==> config.mk <==
export PLATFORM = sky130hd
export DESIGN_NAME = fir_dac_spi
export DESIGN_NICKNAME = d
export VERILOG_FILES = /design/src/rtl/fir_pkg.sv /design/src/rtl/spi_tick_gen.sv /design/src/rtl/fir_dac_spi.sv
export SDC_FILE = /design/constraint.sdc
export NUM_CORES = 1
export LEC_CHECK = 0
export ABC_AREA = 1
export BUFFER_PORTS_ARGS = -buffer_cell sky130_fd_sc_hd__clkbuf_2
export CORE_ASPECT_RATIO = 1.75
export CORE_MARGIN = 8
export CORE_UTILIZATION = 50
export DETAILED_ROUTE_END_ITERATION = 16
export PLACE_DENSITY = 0.7
export SYNTH_ARGS = -nofsm -noshare
export SYNTH_HDL_FRONTEND = slang
export SYNTH_SLANG_ARGS = --single-unit
==> constraint.sdc <==
create_clock -name clk_in -period 3.61 [get_ports clk_in]
set_input_delay 0.722 -clock clk_in [delete_from_list [all_inputs] [get_ports clk_in]]
set_output_delay 0.722 -clock clk_in [all_outputs]
set_load 0.05 [all_outputs]
==> src/rtl/fir_pkg.sv <==
// -----------------------------------------------------------------------------
// fir_pkg
// Shared definitions for the FIR-to-DAC serial output stage.
//   FRAME_W      : bits per DAC frame (command header + sample + padding)
//   CTRL_W       : width of the DAC command header
//   BIT_CNT_W    : width of the per-frame bit counter (0..FRAME_W-1)
//   SCLK_DIV_DEF : default clk_in cycles per SCLK half-period
//   dac_state_e  : frame sequencer states
// -----------------------------------------------------------------------------
package fir_pkg;

    localparam int FRAME_W      = 16;
    localparam int CTRL_W       = 4;
    localparam int BIT_CNT_W    = 4;
    localparam int SCLK_DIV_DEF = 4;

    typedef enum logic [2:0] {
        ST_IDLE  = 3'd0,
        ST_SETUP = 3'd1,
        ST_SHIFT = 3'd2,
        ST_HOLD  = 3'd3,
        ST_GAP   = 3'd4
    } dac_state_e;

endpackage

==> src/rtl/spi_tick_gen.sv <==
// -----------------------------------------------------------------------------
// spi_tick_gen
// SCLK_DIV prescaler. tick_o is high for one clk_in cycle at the end of every
// SCLK_DIV-cycle window. While clr_i is high the count is held at zero, so
// the first tick after clr_i drops arrives exactly SCLK_DIV cycles later.
// Ports:
//   clk_in  : system clock
//   reset_p : asynchronous active-high reset
//   clr_i   : hold the prescaler at zero
//   tick_o  : half-period tick
// -----------------------------------------------------------------------------
module spi_tick_gen
    import fir_pkg::*;
#(
    parameter int SCLK_DIV = SCLK_DIV_DEF
) (
    input  logic clk_in,
    input  logic reset_p,
    input  logic clr_i,
    output logic tick_o
);

    localparam int CNT_W = (SCLK_DIV > 2) ? $clog2(SCLK_DIV) : 1;
    localparam logic [CNT_W-1:0] CNT_LAST = CNT_W'(SCLK_DIV - 1);

    logic [CNT_W-1:0] cnt_q;
    logic [CNT_W-1:0] cnt_d;

    always_comb begin
        tick_o = (cnt_q == CNT_LAST);
        if (clr_i || tick_o) begin
            cnt_d = '0;
        end else begin
            cnt_d = cnt_q + CNT_W'(1);
        end
    end

    always_ff @(posedge clk_in or posedge reset_p) begin
        if (reset_p) begin
            cnt_q <= '0;
        end else begin
            cnt_q <= cnt_d;
        end
    end

endmodule

==> src/rtl/fir_dac_spi.sv <==
// -----------------------------------------------------------------------------
// fir_dac_spi
// Ships each filtered FIR sample to a 16-bit-frame serial DAC over a 3-wire
// SPI link (CPOL=0, data sampled by the DAC on SCLK rising edges, MSB first).
// The 100 kHz sample clock is treated as plain data: it is registered twice
// and its rising edge starts one frame. Frame = {CTRL_BITS, sample', 2'b00}.
// Frame timing in half-periods: SETUP 1, SHIFT 32, HOLD 1, GAP 1.
// Ports:
//   clk_in      : 50 MHz system clock, the only clock
//   reset_p     : asynchronous active-high reset
//   sample_clk  : 100 kHz sample strobe, sampled as data
//   sample_data : filtered sample, captured on the detected rising edge
//   dac_sclk    : SPI clock (idle low)
//   dac_cs_n    : DAC chip select, active low
//   dac_din     : serial data to DAC
//   busy        : frame in progress (accept through end of GAP)
//   frame_done  : one-cycle pulse coincident with dac_cs_n rising
//   overrun     : sticky, a sample edge arrived while busy
// -----------------------------------------------------------------------------
module fir_dac_spi
    import fir_pkg::*;
#(
    parameter int                DATA_W     = 10,
    parameter int                SCLK_DIV   = SCLK_DIV_DEF,
    parameter logic [CTRL_W-1:0] CTRL_BITS  = 4'b0000,
    parameter bit                OFFSET_BIN = 1'b1
) (
    input  logic              clk_in,
    input  logic              reset_p,
    input  logic              sample_clk,
    input  logic [DATA_W-1:0] sample_data,
    output logic              dac_sclk,
    output logic              dac_cs_n,
    output logic              dac_din,
    output logic              busy,
    output logic              frame_done,
    output logic              overrun
);

    localparam int PAD_W = FRAME_W - CTRL_W - DATA_W;
    localparam logic [DATA_W-1:0] MSB_MASK = DATA_W'(1) << (DATA_W - 1);
    localparam logic [BIT_CNT_W-1:0] LAST_BIT = BIT_CNT_W'(FRAME_W - 1);

    // Sample-strobe edge detector
    logic s1_q;
    logic s2_q;
    logic rise;

    // Frame sequencer state
    dac_state_e           state_q, state_d;
    logic [FRAME_W-1:0]   shreg_q, shreg_d;
    logic [BIT_CNT_W-1:0] bit_cnt_q, bit_cnt_d;
    logic                 tail_q, tail_d;     // last bit's falling edge done
    logic                 sclk_q, sclk_d;
    logic                 cs_n_q, cs_n_d;
    logic                 din_q, din_d;
    logic                 busy_q, busy_d;
    logic                 done_q, done_d;
    logic                 ovr_q, ovr_d;

    logic                 tick;
    logic [DATA_W-1:0]    data_x;
    logic [FRAME_W-1:0]   frame_w;

    assign rise    = s1_q & ~s2_q;
    assign data_x  = OFFSET_BIN ? (sample_data ^ MSB_MASK) : sample_data;
    assign frame_w = FRAME_W'({CTRL_BITS, data_x}) << PAD_W;

    // Prescaler held in IDLE so every frame starts with the same SCLK phase.
    spi_tick_gen #(
        .SCLK_DIV (SCLK_DIV)
    ) u_tick (
        .clk_in  (clk_in),
        .reset_p (reset_p),
        .clr_i   (state_q == ST_IDLE),
        .tick_o  (tick)
    );

    always_ff @(posedge clk_in or posedge reset_p) begin
        if (reset_p) begin
            s1_q <= 1'b0;
            s2_q <= 1'b0;
        end else begin
            s1_q <= sample_clk;
            s2_q <= s1_q;
        end
    end

    always_comb begin
        state_d   = state_q;
        shreg_d   = shreg_q;
        bit_cnt_d = bit_cnt_q;
        tail_d    = tail_q;
        sclk_d    = sclk_q;
        cs_n_d    = cs_n_q;
        din_d     = din_q;
        busy_d    = busy_q;
        done_d    = 1'b0;
        // Any edge outside IDLE (including the GAP->IDLE cycle) is dropped.
        ovr_d     = ovr_q | (rise & (state_q != ST_IDLE));

        unique case (state_q)
            ST_IDLE: begin
                if (rise) begin
                    shreg_d   = frame_w;
                    bit_cnt_d = '0;
                    tail_d    = 1'b0;
                    cs_n_d    = 1'b0;
                    din_d     = frame_w[FRAME_W-1];
                    busy_d    = 1'b1;
                    state_d   = ST_SETUP;
                end
            end
            ST_SETUP: begin
                if (tick) begin
                    sclk_d  = 1'b1;
                    state_d = ST_SHIFT;
                end
            end
            ST_SHIFT: begin
                if (tick) begin
                    if (sclk_q) begin
                        // Falling edge: advance data so it settles a full
                        // half-period before the next rising edge.
                        sclk_d = 1'b0;
                        if (bit_cnt_q == LAST_BIT) begin
                            tail_d = 1'b1;
                        end else begin
                            bit_cnt_d = bit_cnt_q + BIT_CNT_W'(1);
                            shreg_d   = shreg_q << 1;
                            din_d     = shreg_q[FRAME_W-2];
                        end
                    end else if (tail_q) begin
                        // Low half-period after the 16th fall has elapsed.
                        state_d = ST_HOLD;
                    end else begin
                        sclk_d = 1'b1;
                    end
                end
            end
            ST_HOLD: begin
                if (tick) begin
                    cs_n_d  = 1'b1;
                    done_d  = 1'b1;
                    state_d = ST_GAP;
                end
            end
            ST_GAP: begin
                if (tick) begin
                    busy_d  = 1'b0;
                    state_d = ST_IDLE;
                end
            end
            default: begin
                state_d = ST_IDLE;
            end
        endcase
    end

    always_ff @(posedge clk_in or posedge reset_p) begin
        if (reset_p) begin
            state_q   <= ST_IDLE;
            shreg_q   <= '0;
            bit_cnt_q <= '0;
            tail_q    <= 1'b0;
            sclk_q    <= 1'b0;
            cs_n_q    <= 1'b1;
            din_q     <= 1'b0;
            busy_q    <= 1'b0;
            done_q    <= 1'b0;
            ovr_q     <= 1'b0;
        end else begin
            state_q   <= state_d;
            shreg_q   <= shreg_d;
            bit_cnt_q <= bit_cnt_d;
            tail_q    <= tail_d;
            sclk_q    <= sclk_d;
            cs_n_q    <= cs_n_d;
            din_q     <= din_d;
            busy_q    <= busy_d;
            done_q    <= done_d;
            ovr_q     <= ovr_d;
        end
    end

    assign dac_sclk   = sclk_q;
    assign dac_cs_n   = cs_n_q;
    assign dac_din    = din_q;
    assign busy       = busy_q;
    assign frame_done = done_q;
    assign overrun    = ovr_q;

endmodule

==> impl_metrics.prom <==
# TYPE chip_impl_metric gauge
chip_impl_metric{name="setup_tns",unit="ps"} 0
chip_impl_info{name="final_cell_mix",value="99 x nand2_1, 30 x dfrtp_1, 18 x inv_1, 18 x clkbuf_2, 14 x nor2_1"} 1
chip_impl_metric{name="synth_largest_type_area_fraction",unit=""} 0.4926
chip_impl_metric{name="gpl.final_weighted_congestion",unit=""} 0.7288
chip_impl_metric{name="cts-buffers-inserted",unit=""} 5
chip_impl_metric{name="placementRows",unit=""} 26
chip_impl_metric{name="post-cts-setup-buffer-count",unit=""} 0
chip_impl_metric{name="clock_pin_slew_of_the_registers_on_the_worst_case_setup_and_hold_paths",unit="ps"} 60
chip_impl_metric{name="yosys_warnings",unit=""} 0
chip_impl_metric{name="power.density",unit="mW/mm²"} 850.8
chip_impl_metric{name="grt_start_max_net_pins",unit=""} 32
chip_impl_info{name="reg2reg_from",value="state_q[2]"} 1
chip_impl_metric{name="place_area",unit="mm²"} 0.001620
chip_impl_metric{name="clock_sinks",unit=""} 31
chip_impl_metric{name="syn2layout_area_growth",unit="%"} 12.89
chip_impl_info{name="path_cells",value="clkbuf_2"} 1
chip_impl_info{name="path_class",value="reg -> out"} 1
chip_impl_metric{name="synth_area_per_cell",unit="µm²"} 7.697
chip_impl_metric{name="drtIter0Drc",unit=""} 31
chip_impl_info{name="critical-path-top-delay-family",value="flip-flops"} 1
chip_impl_metric{name="critPathBufInv",unit=""} 1
chip_impl_metric{name="synth_cell_type_count",unit=""} 22
chip_impl_metric{name="synthCells",unit=""} 198
chip_impl_metric{name="finalInstanceArea",unit="mm²"} 0.001720
chip_impl_metric{name="synthesis.area",unit="mm²"} 0.001524
chip_impl_metric{name="post_cts.resized_instances",unit=""} 0
chip_impl_metric{name="detail_route.vias_per_cell",unit=""} 5.169
chip_impl_metric{name="die-area",unit="mm²"} 0.005140
chip_impl_metric{name="postSynthRegisterBits",unit=""} 31
chip_impl_metric{name="number_of_nets_with_antenna_violations_after_detailed_routing",unit=""} 0
chip_impl_info{name="critical_path.startpoint",value="dac_cs_n"} 1
chip_impl_metric{name="fp.dieH",unit="µm"} 89.04
chip_impl_metric{name="num-nets-final",unit=""} 234
chip_impl_metric{name="final_skew",unit="ps"} 7.077
chip_impl_info{name="worstSetupEndpoint",value="dac_cs_n"} 1
chip_impl_metric{name="number_of_antenna_violations_at_the_first_check_in_global_routing",unit=""} 0
chip_impl_metric{name="timing.final.crit_share",unit=""} 0.4996
chip_impl_metric{name="power.ir.vdd_worst",unit="V"} 0.0004000
chip_impl_metric{name="grt_pass1_wl",unit="µm"} 5540
chip_impl_metric{name="finalCriticalPeriod",unit="ps"} 1803
chip_impl_metric{name="number_of_max_cap_violations",unit=""} 0
chip_impl_metric{name="detailed_place_hpwl",unit="µm"} 2312
chip_impl_info{name="status",value="completed"} 1
chip_impl_metric{name="timing.final.max_slew_violations",unit=""} 0
chip_impl_metric{name="setup_viol",unit=""} 0
chip_impl_metric{name="critPathMaxStageDelay",unit="ps"} 530
chip_impl_metric{name="max_freq",unit="GHz"} 0.5545
chip_impl_metric{name="cellLeakagePower",unit="nW"} 0.9585
chip_impl_metric{name="worst-slew-pin-transition",unit="ps"} 1106
chip_impl_metric{name="timing.critical_path.fanout_max",unit=""} 2
chip_impl_info{name="cell_type_with_the_largest_total_area_after_synthesis",value="dfrtp_1"} 1
chip_impl_metric{name="start_util",unit=""} 0.5205
chip_impl_info{name="crit_path_end_kind",value="output port"} 1
chip_impl_info{name="tritoncts",value="yes"} 1
chip_impl_metric{name="globalRoute.totalOverflow",unit=""} 0
chip_impl_info{name="synth_area_leaders",value="dfrtp_1 49%, nand2_1 24%, inv_1 4.4%"} 1
chip_impl_metric{name="final_layout_size_suffix_gt1_frac",unit=""} 0.1727
chip_impl_metric{name="die_x",unit="µm"} 57.74
chip_impl_metric{name="worst_r2r_path_depth",unit=""} 7
chip_impl_info{name="critical_path_cell_with_the_highest_stage_delay",value="dfstp_2"} 1
chip_impl_info{name="root_buffer",value="clkbuf_8"} 1
chip_impl_metric{name="grt_pass1_vias",unit=""} 1336
chip_impl_metric{name="grt_util_all_layers",unit=""} 0.1431
chip_impl_metric{name="slew-limit-headroom",unit=""} 0.2616
chip_impl_metric{name="detailedRoute.firstPassIterationCount",unit=""} 4
chip_impl_metric{name="crit_required",unit="ps"} 2890
chip_impl_info{name="critical_path.reg2reg.endpoint",value="bit_cnt_q[1]"} 1
chip_impl_metric{name="design.portCount",unit=""} 19
chip_impl_metric{name="buffer_ports.inserted",unit=""} 18
chip_impl_metric{name="cp_data_arrival_time",unit="ps"} 1080
chip_impl_metric{name="synthesis.nets",unit=""} 213
chip_impl_metric{name="diodes",unit=""} 0
chip_impl_metric{name="drt_drc_violations_left",unit=""} 0
chip_impl_info{name="final_common_cell",value="nand2_1"} 1
chip_impl_metric{name="hold_violations",unit=""} 0
chip_impl_metric{name="clk-insertion-delay-late",unit="ps"} 290
chip_impl_metric{name="clock_tree.htree_level_count",unit=""} 2
chip_impl_metric{name="wire_per_inst",unit="µm"} 12.63
chip_impl_info{name="min_path_type",value="reg -> reg"} 1
chip_impl_metric{name="core_area",unit="mm²"} 0.002928
chip_impl_info{name="start_kind",value="flop"} 1
chip_impl_metric{name="critical_path_depth",unit=""} 1
chip_impl_metric{name="r2r_slack",unit="ps"} 1980
chip_impl_metric{name="whs",unit="ps"} 402.8
chip_impl_metric{name="wl",unit="µm"} 3133
chip_impl_metric{name="sequential_area_share_after_synthesis",unit=""} 0.5099
chip_impl_metric{name="clockBufferDepth",unit=""} 2
chip_impl_metric{name="dr_total_vias",unit=""} 1282
chip_impl_metric{name="hold_buffers",unit=""} 0
chip_impl_info{name="setup_repair_after_global_routing_missed_its_margin",value="no"} 1
[metrics by stage]
| step | cells | utilization | setup WS, ps | power, mW |
|---|---|---|---|---|
| 2_1_floorplan | 198 | - | 2162 | 1.059 |
| 3_3_place_gp | 240 | 0.5534 | 1840 | 1.147 |
| 3_5_place_dp | 240 | 0.5534 | 1832 | 1.180 |
| 4_1_cts | 248 | 0.5876 | 1788 | 1.481 |
| 5_1_grt | 248 | 0.5876 | 1775 | 1.593 |
| 6_report | 248 | 0.5876 | 1807 | 1.464 |
[synth_stat cells]
| master | n |
|---|---|
| nor2_4 | 3 |
| buf_4 | 1 |
| dfstp_2 | 1 |
| o21ai_0 | 3 |
| nand2_1 | 99 |
| ha_1 | 2 |
| buf_2 | 2 |
| nand4_1 | 2 |
| inv_2 | 1 |
| nand2_2 | 2 |
| inv_1 | 18 |
| dfrtp_1 | 30 |
| a21oi_2 | 2 |
| nor2_1 | 14 |
| a31o_2 | 2 |
| a21oi_1 | 2 |
| a22oi_1 | 1 |
| nor3b_1 | 1 |
| o21ai_2 | 1 |
| nand3_1 | 9 |
| nand3_2 | 1 |
| buf_6 | 1 |
[report_power, final]
part	total, mW	switching (mW)	internal, mW
combinational	0.616	0.433	0.182
clock	0.295	0.121	0.174
sequential	0.553	0.0803	0.473
[area by class of cell]
cell class	instances	area, µm²
Tap cell	28	35.03
Multi-Input combinational cell	144	646.9
Fill cell	280	1207
Timing Repair Buffer	18	90.09
Sequential cell	31	777.0
Clock buffer	8	100.1
Inverter	19	71.32
[sequential cells by signal (all words and copies together), names as in the netlist, 2 cells and up]
register and cells:
bit_cnt_q 4, state_q 3, shreg_q 13, u_tick.cnt_q 2
[worst min-delay path by stage]
stage | cells past startpoint | from | end
global placement | 0 | s1_q | s2_q
floorplan | 0 | s1_q | s2_q
finish | 0 | s1_q | s2_q
detailed placement | 0 | s1_q | s2_q
global route | 0 | s1_q | s2_q
CTS | 0 | s1_q | s2_q
[per-layer routing]
layer | share of wire | GRT usage
met1 | 0.38 | 0.1206
met2 | 0.55 | 0.2742
met3 | 0.038 | 0.04323
met4 | 0.031 | 0.1009
met5 | 0 | 0
[cell families (layout without fill, tap and decap cells)]
| group | count (synthesis) | after routing | share of synthesized area |
|---|---|---|---|
| simple gates | 131 | 131 | 0.3580 |
| compound gates | 11 | 11 | 0.05009 |
| buf+inv | 23 | 45 | 0.06568 |
| fa+ha+maj | 2 | 2 | 0.01642 |
| flops | 31 | 31 | 0.5099 |
No activity file was read; power rests on OpenSTA's default activity.
